--- src/rtl/ft_err_monitor.sv ---
// ft_err_monitor: per-replica error supervisor for a triple-redundant voter.
// Each replica's disagreement events move it through OK -> SUSPECT -> FAULTY
// and drive resynchronisation requests. Events also feed a single-entry
// report register that supports one record per cycle.
// Optional feature: define FT_ERR_MON_UNCORR_EN to report uncorrectable
// (no-majority) errors and to drive fatal_o. When it is undefined,
// err_uncorr_i is ignored and fatal_o stays 0.
module ft_err_monitor #(
  parameter int N_S    = 2,
  parameter int CNT_W  = 8,
  parameter int THRESH = 4,
  parameter int QUIET  = 16
) (
  input  logic             clk_i,
  input  logic             rst_i,
  input  logic [N_S-1:0]   err_detected_1_i,
  input  logic [N_S-1:0]   err_detected_2_i,
  input  logic [N_S-1:0]   err_detected_3_i,
  input  logic [N_S-1:0]   err_uncorr_i,
  input  logic             clear_i,
  output logic             rpt_valid_o,
  input  logic             rpt_ready_i,
  output logic [1:0]       rpt_kind_o,
  output logic [1:0]       rpt_replica_o,
  output logic [2:0]       resync_req_o,
  input  logic [2:0]       resync_ack_i,
  output logic [2:0]       replica_faulty_o,
  output logic             overflow_o,
  output logic             fatal_o
);

  localparam int QW = (QUIET > 1) ? $clog2(QUIET + 1) : 1;
  localparam logic [CNT_W-1:0] CNT_MAX    = {CNT_W{1'b1}};
  localparam logic [CNT_W-1:0] CNT_ZERO   = {CNT_W{1'b0}};
  localparam logic [CNT_W-1:0] CNT_ONE    = CNT_W'(1);
  localparam logic [CNT_W-1:0] THRESH_C   = CNT_W'(THRESH);
  localparam logic [QW-1:0]    QUIET_ZERO = {QW{1'b0}};
  localparam logic [QW-1:0]    QUIET_ONE  = QW'(1);
  localparam logic [QW-1:0]    QUIET_LAST = QW'(QUIET - 1);

  localparam logic [1:0] KIND_ERR    = 2'd0;
  localparam logic [1:0] KIND_FAULTY = 2'd1;
  localparam logic [1:0] KIND_UNCORR = 2'd2;

  typedef enum logic [1:0] {
    ST_OK      = 2'd0,
    ST_SUSPECT = 2'd1,
    ST_FAULTY  = 2'd2
  } state_t;

  state_t           state_r [3];
  state_t           state_s [3];
  logic [CNT_W-1:0] cnt_r   [3];
  logic [CNT_W-1:0] cnt_s   [3];
  logic [QW-1:0]    quiet_r [3];
  logic [QW-1:0]    quiet_s [3];

  logic [2:0] event_s;
  logic [2:0] to_faulty_s;
  logic [2:0] err_rec_s;
  logic       uncorr_s;
  logic [6:0] cand_s;
  logic       have_s;
  logic       multi_s;
  logic       can_load_s;
  logic       load_s;
  logic       ovf_set_s;
  logic [1:0] sel_kind_s;
  logic [1:0] sel_rep_s;

  logic       rpt_valid_r;
  logic [1:0] rpt_kind_r;
  logic [1:0] rpt_rep_r;
  logic [2:0] faulty_r;
  logic       overflow_r;
  logic       fatal_r;

  // Saturating increment of an error counter.
  function automatic logic [CNT_W-1:0] sat_inc(input logic [CNT_W-1:0] v);
    if (v == CNT_MAX) begin
      sat_inc = v;
    end else begin
      sat_inc = v + CNT_ONE;
    end
  endfunction

  // Replica number (1..3) of the lowest set bit, 0 when none is set.
  function automatic logic [1:0] first_rep(input logic [2:0] v);
    if (v[0]) begin
      first_rep = 2'd1;
    end else if (v[1]) begin
      first_rep = 2'd2;
    end else if (v[2]) begin
      first_rep = 2'd3;
    end else begin
      first_rep = 2'd0;
    end
  endfunction

  // Several group bits from one replica in one cycle are a single event.
  assign event_s = {|err_detected_3_i, |err_detected_2_i, |err_detected_1_i};

`ifdef FT_ERR_MON_UNCORR_EN
  assign uncorr_s = |err_uncorr_i;
`else
  logic unused_uncorr_s;
  assign unused_uncorr_s = |err_uncorr_i;
  assign uncorr_s        = 1'b0;
`endif

  // Per-replica next state; the event that crosses THRESH reports as a faulty
  // transition rather than as a plain error, and events while FAULTY are dropped.
  always_comb begin
    for (int k = 0; k < 3; k++) begin
      state_s[k]     = state_r[k];
      cnt_s[k]       = cnt_r[k];
      quiet_s[k]     = quiet_r[k];
      to_faulty_s[k] = 1'b0;
      err_rec_s[k]   = 1'b0;
      case (state_r[k])
        ST_OK, ST_SUSPECT: begin
          if (event_s[k]) begin
            cnt_s[k]   = sat_inc(cnt_r[k]);
            quiet_s[k] = QUIET_ZERO;
            if (sat_inc(cnt_r[k]) >= THRESH_C) begin
              state_s[k]     = ST_FAULTY;
              to_faulty_s[k] = 1'b1;
            end else begin
              state_s[k]   = ST_SUSPECT;
              err_rec_s[k] = 1'b1;
            end
          end else if (state_r[k] == ST_SUSPECT) begin
            if (quiet_r[k] == QUIET_LAST) begin
              state_s[k] = ST_OK;
              cnt_s[k]   = CNT_ZERO;
              quiet_s[k] = QUIET_ZERO;
            end else begin
              quiet_s[k] = quiet_r[k] + QUIET_ONE;
            end
          end else begin
            state_s[k] = ST_OK;
          end
        end
        ST_FAULTY: begin
          if (resync_ack_i[k]) begin
            state_s[k] = ST_OK;
            cnt_s[k]   = CNT_ZERO;
            quiet_s[k] = QUIET_ZERO;
          end else begin
            state_s[k] = ST_FAULTY;
          end
        end
        default: begin
          state_s[k] = ST_OK;
          cnt_s[k]   = CNT_ZERO;
          quiet_s[k] = QUIET_ZERO;
        end
      endcase
    end
  end

  // Pick the highest-priority record; any other candidate counts as dropped.
  always_comb begin
    sel_kind_s = KIND_ERR;
    sel_rep_s  = 2'd0;
    if (uncorr_s) begin
      sel_kind_s = KIND_UNCORR;
      sel_rep_s  = 2'd0;
    end else if (|to_faulty_s) begin
      sel_kind_s = KIND_FAULTY;
      sel_rep_s  = first_rep(to_faulty_s);
    end else begin
      sel_kind_s = KIND_ERR;
      sel_rep_s  = first_rep(err_rec_s);
    end
  end

  assign cand_s     = {err_rec_s, to_faulty_s, uncorr_s};
  assign have_s     = |cand_s;
  assign multi_s    = (cand_s & (cand_s - 7'd1)) != 7'd0;
  assign can_load_s = ~rpt_valid_r | rpt_ready_i;
  assign load_s     = have_s & can_load_s;
  assign ovf_set_s  = multi_s | (have_s & ~can_load_s);

  // State, counters, report register and sticky flags.
  always_ff @(posedge clk_i) begin
    if (rst_i) begin
      for (int k = 0; k < 3; k++) begin
        state_r[k] <= ST_OK;
        cnt_r[k]   <= CNT_ZERO;
        quiet_r[k] <= QUIET_ZERO;
      end
      faulty_r    <= 3'b000;
      rpt_valid_r <= 1'b0;
      rpt_kind_r  <= 2'd0;
      rpt_rep_r   <= 2'd0;
      overflow_r  <= 1'b0;
      fatal_r     <= 1'b0;
    end else begin
      for (int k = 0; k < 3; k++) begin
        state_r[k]  <= state_s[k];
        cnt_r[k]    <= cnt_s[k];
        quiet_r[k]  <= quiet_s[k];
        faulty_r[k] <= (state_s[k] == ST_FAULTY);
      end
      if (load_s) begin
        rpt_valid_r <= 1'b1;
        rpt_kind_r  <= sel_kind_s;
        rpt_rep_r   <= sel_rep_s;
      end else if (rpt_ready_i) begin
        rpt_valid_r <= 1'b0;
      end else begin
        rpt_valid_r <= rpt_valid_r;
      end
      if (ovf_set_s) begin
        overflow_r <= 1'b1;
      end else if (clear_i) begin
        overflow_r <= 1'b0;
      end else begin
        overflow_r <= overflow_r;
      end
      if (uncorr_s) begin
        fatal_r <= 1'b1;
      end else if (clear_i) begin
        fatal_r <= 1'b0;
      end else begin
        fatal_r <= fatal_r;
      end
    end
  end

  assign rpt_valid_o      = rpt_valid_r;
  assign rpt_kind_o       = rpt_kind_r;
  assign rpt_replica_o    = rpt_rep_r;
  assign replica_faulty_o = faulty_r;
  assign resync_req_o     = faulty_r;
  assign overflow_o       = overflow_r;
  assign fatal_o          = fatal_r;

endmodule

--- config.mk ---
export PLATFORM = sky130hd
export DESIGN_NAME = ft_err_monitor
export DESIGN_NICKNAME = d
export VERILOG_FILES = /design/src/rtl/ft_err_monitor.sv
export SDC_FILE = /design/constraint.sdc
export NUM_CORES = 1
export LEC_CHECK = 0
export ABC_AREA = 1
export CAP_MARGIN = 20
export CORE_UTILIZATION = 60
export DETAILED_ROUTE_END_ITERATION = 12
export PLACE_DENSITY = 0.84
export SLEW_MARGIN = 20
export SYNTH_ARGS = -nofsm -noshare
export SYNTH_HDL_FRONTEND = slang
export SYNTH_SLANG_ARGS = --single-unit
--- constraint.sdc ---
create_clock -name clk_i -period 2.64 [get_ports clk_i]
set_input_delay 0.528 -clock clk_i [delete_from_list [all_inputs] [get_ports clk_i]]
set_output_delay 0.528 -clock clk_i [all_outputs]
set_load 0.02 [all_outputs]
==> results.sh <==
export IMPL_status="complete, but fails checks"
export IMPL_violations="DRC"
export IMPL_synthTopCellsByCount="nand2_1 (97), inv_1 (68), dfxtp_1 (53)"
export IMPL_critPathKind="primary input to register"
export IMPL_finalSetupViolations=0
export IMPL_tns_ns=0
export IMPL_synth_mux_area_share_pct=0
export IMPL_synth_ff_type="dfxtp_1"
export IMPL_synth_top_cells_by_area="dfxtp_1 (38%), nand2_1 (13%), inv_1 (9.0%), a21oi_1 (6.0%), nor2_1 (5.1%)"
export IMPL_period_needed_ns=2.07
export IMPL_setup_slack_ns=0.570
export IMPL_synth_warnings=0
export IMPL_grt_pass1_vias=2422
export IMPL_worstPathRequired_ns=2.85
export IMPL_hpwl_um=4420
export IMPL_clock_path_buffers=2
export IMPL_ctsRootBufferMaster="clkbuf_8"
export IMPL_synth_edf_count=0
export IMPL_crit_path_start_kind="primary input"
export IMPL_synth_top_area_cell="dfxtp_1"
export IMPL_synth_distinct_cells=38
export IMPL_holdBufCountCts=0
export IMPL_synth_cells=413
export IMPL_n_antenna_cell=0
export IMPL_max_cap_violations=0
export IMPL_place_gp_congestion=0.854
export IMPL_die_x_um=70.6
export IMPL_p_total_w=0.00191
export IMPL_cts_setup_buffers=0
export IMPL_synthAdderAreaFrac_pct=2.66
export IMPL_wirelength_um=5850
export IMPL_synth_top_family_by_area="simple AND/OR/NAND/NOR gates"
export IMPL_arrival_ns=2.28
export IMPL_worst_slew_margin_rel_pct=60.2
export IMPL_antenna_found_initial=0
export IMPL_synth_seq_cells=53
export IMPL_numCtsBuffers=5
export IMPL_synth_avg_cell_area_um2=6.83
export IMPL_skew_ns=0.00683
export IMPL_ios=28
export IMPL_pre_cts_slack_ns=0.271
export IMPL_ir_worst_vdd_v=0.000398
export IMPL_fillers=361
export IMPL_fin_hold_ws_ns=0.462
export IMPL_hold_viol=0
export IMPL_tritoncts="done"
export IMPL_synth_async_sr_flop_share_pct=0
export IMPL_hp_class="register to register"
export IMPL_rows=24
export IMPL_drv_slew=0
export IMPL_start_util_pct=63.5
export IMPL_fin_crit_sh_pct=78.4
export IMPL_cts_max_level=2
export IMPL_grt_pass1_wl_um=10000
export IMPL_ant_nets=0
export IMPL_track_usage_pct=24.7
export IMPL_drc=5
export IMPL_drt_first_iter_violations=176
export IMPL_cp_max_fo=8
export IMPL_rsz0062_at_grt="false"
export IMPL_clkTransAtPathRegs_ns=0.10
export IMPL_clock_latency_ns=0.30
export IMPL_max_freq_mhz=483
export IMPL_core_area_um2=4440
export IMPL_fin_util_pct=72.3
export IMPL_critPathCaptureType="register"
export IMPL_tightest_slew_ns=0.595
export IMPL_final_nets=460
export IMPL_grt_overflow=0
export IMPL_drt_first_pass_iters=9
export IMPL_grt_start_max_net_pins=16
export IMPL_synth_compound_area_share_pct=16.9
export IMPL_synth_most_common_cell="nand2_1"
export IMPL_cts_resized_gates=0
export IMPL_synth_xor_area_share_pct=1.86
export IMPL_fp_dieArea_um2=4980
export IMPL_die_height_um=70.6
export IMPL_synth_area_um2=2820
export IMPL_leakage_nw=1.41
export IMPL_layout_drive_gt1_share_pct=7.73
export IMPL_wl_per_cell_um=11.9
export IMPL_numPortBuffers=23
export IMPL_synth_simple_area_share_pct=29.8
export IMPL_clkSinkCount=53
export IMPL_syn_to_final_growth_pct=13.9
export IMPL_viasPerCell=5.40
export IMPL_ys_seq_area_share_pct=37.6
export IMPL_power_density_nw_per_um2=595
export IMPL_vias=2657
export IMPL_synth_top_area_share_pct=37.6
==> final cells by class <==
type	instances	area, um2	share of cell area [%]
Tap cell	52	65.1	2.02
Sequential cell	53	1060	33.0
Clock buffer	7	86.3	2.69
Inverter	69	259	8.06
Timing Repair Buffer	27	260	8.10
Multi-Input combinational cell	283	1450	45.2
Clock inverter	1	30.0	0.935
==> critical path: stages <==
cell and delay [ns]:
clkdlybuf4s50_1 0.39, nor2_1 0.22, nand2_1 0.08, inv_1 0.11, o31ai_1 0.10, nand2_1 0.25
inv_1 0.10, nand2_1 0.13, o21ai_0 0.10, a221oi_1 0.25
==> routing by layer <==
layer,global-route usage [%],part of all wire (%)
met5,0,0
met4,7.56,1.5
met3,5.13,3.8
met2,44.3,49
met1,29.7,46
==> placed cells by master (no fill, tap or decap), drive strengths merged, types with 2 or more instances in the layout <==
cell type and count:
clkbuf 7, nor2 46, or2 2, clkdlybuf4s50 23, xnor2 3, xor2 3
a21oi 34, buf 4, inv 69, a211oi 3, nand3b 2, nand2 104
o21ai 25, o22ai 7, conb 2, o21bai 2, nand4 8, a221oi 3
nand3 20, dfxtp 53, ha 6, nor3 5, a31oi 2
==> where the power goes <==
part,switching (W),total [W],internal (W)
Clock,0.000260,0.000569,0.000309
Sequential,0.0000491,0.000909,0.000860
Combinational,0.000260,0.000434,0.000174
Total,0.000569,0.00191,0.00134
==> state kept, by name, summed over array words and instances (netlist names) <==
name	cells
cnt_r	24
rpt_valid_o	1
state_r	6
replica_faulty_o	3
quiet_r	15
rpt_replica_o	2
rpt_kind_o	1
overflow_o	1
==> worst paths after layout <==
check	slack, ns	start	endpoint	cells past startpoint
worst max-delay path	0.57	err_detected_1_i[1]	cnt_r[0][1]$_SDFFE_PP0P_	10
worst min-delay path	0.46	quiet_r[0][9]$_SDFFE_PP0P_	quiet_r[0][9]$_SDFFE_PP0P_	2
worst max register to register	0.65	cnt_r[0][16]$_SDFFE_PP0P_	rpt_kind_o[0]$_SDFFE_PP0P_	14
worst min register to register	0.46	quiet_r[0][9]$_SDFFE_PP0P_	quiet_r[0][9]$_SDFFE_PP0P_	2
==> per-stage QoR <==
stage / cells / area [um2]
2_1_floorplan: 414 / 2830
6_report: 492 / 3210
5_1_grt: 492 / 3210
3_5_place_dp: 484 / 3100
3_3_place_gp: 484 / 3100
4_1_cts: 492 / 3210
==> kinds of logic after synthesis <==
logic type | Yosys count
AOI/OAI and AO/OA | 82
xor gates and xnor gates | 6
adders and majority gates | 6
buffers and inverters | 78
DFF | 53
other | 1
and+or+nand+nor | 187
(Power assumes the default switching activity.)
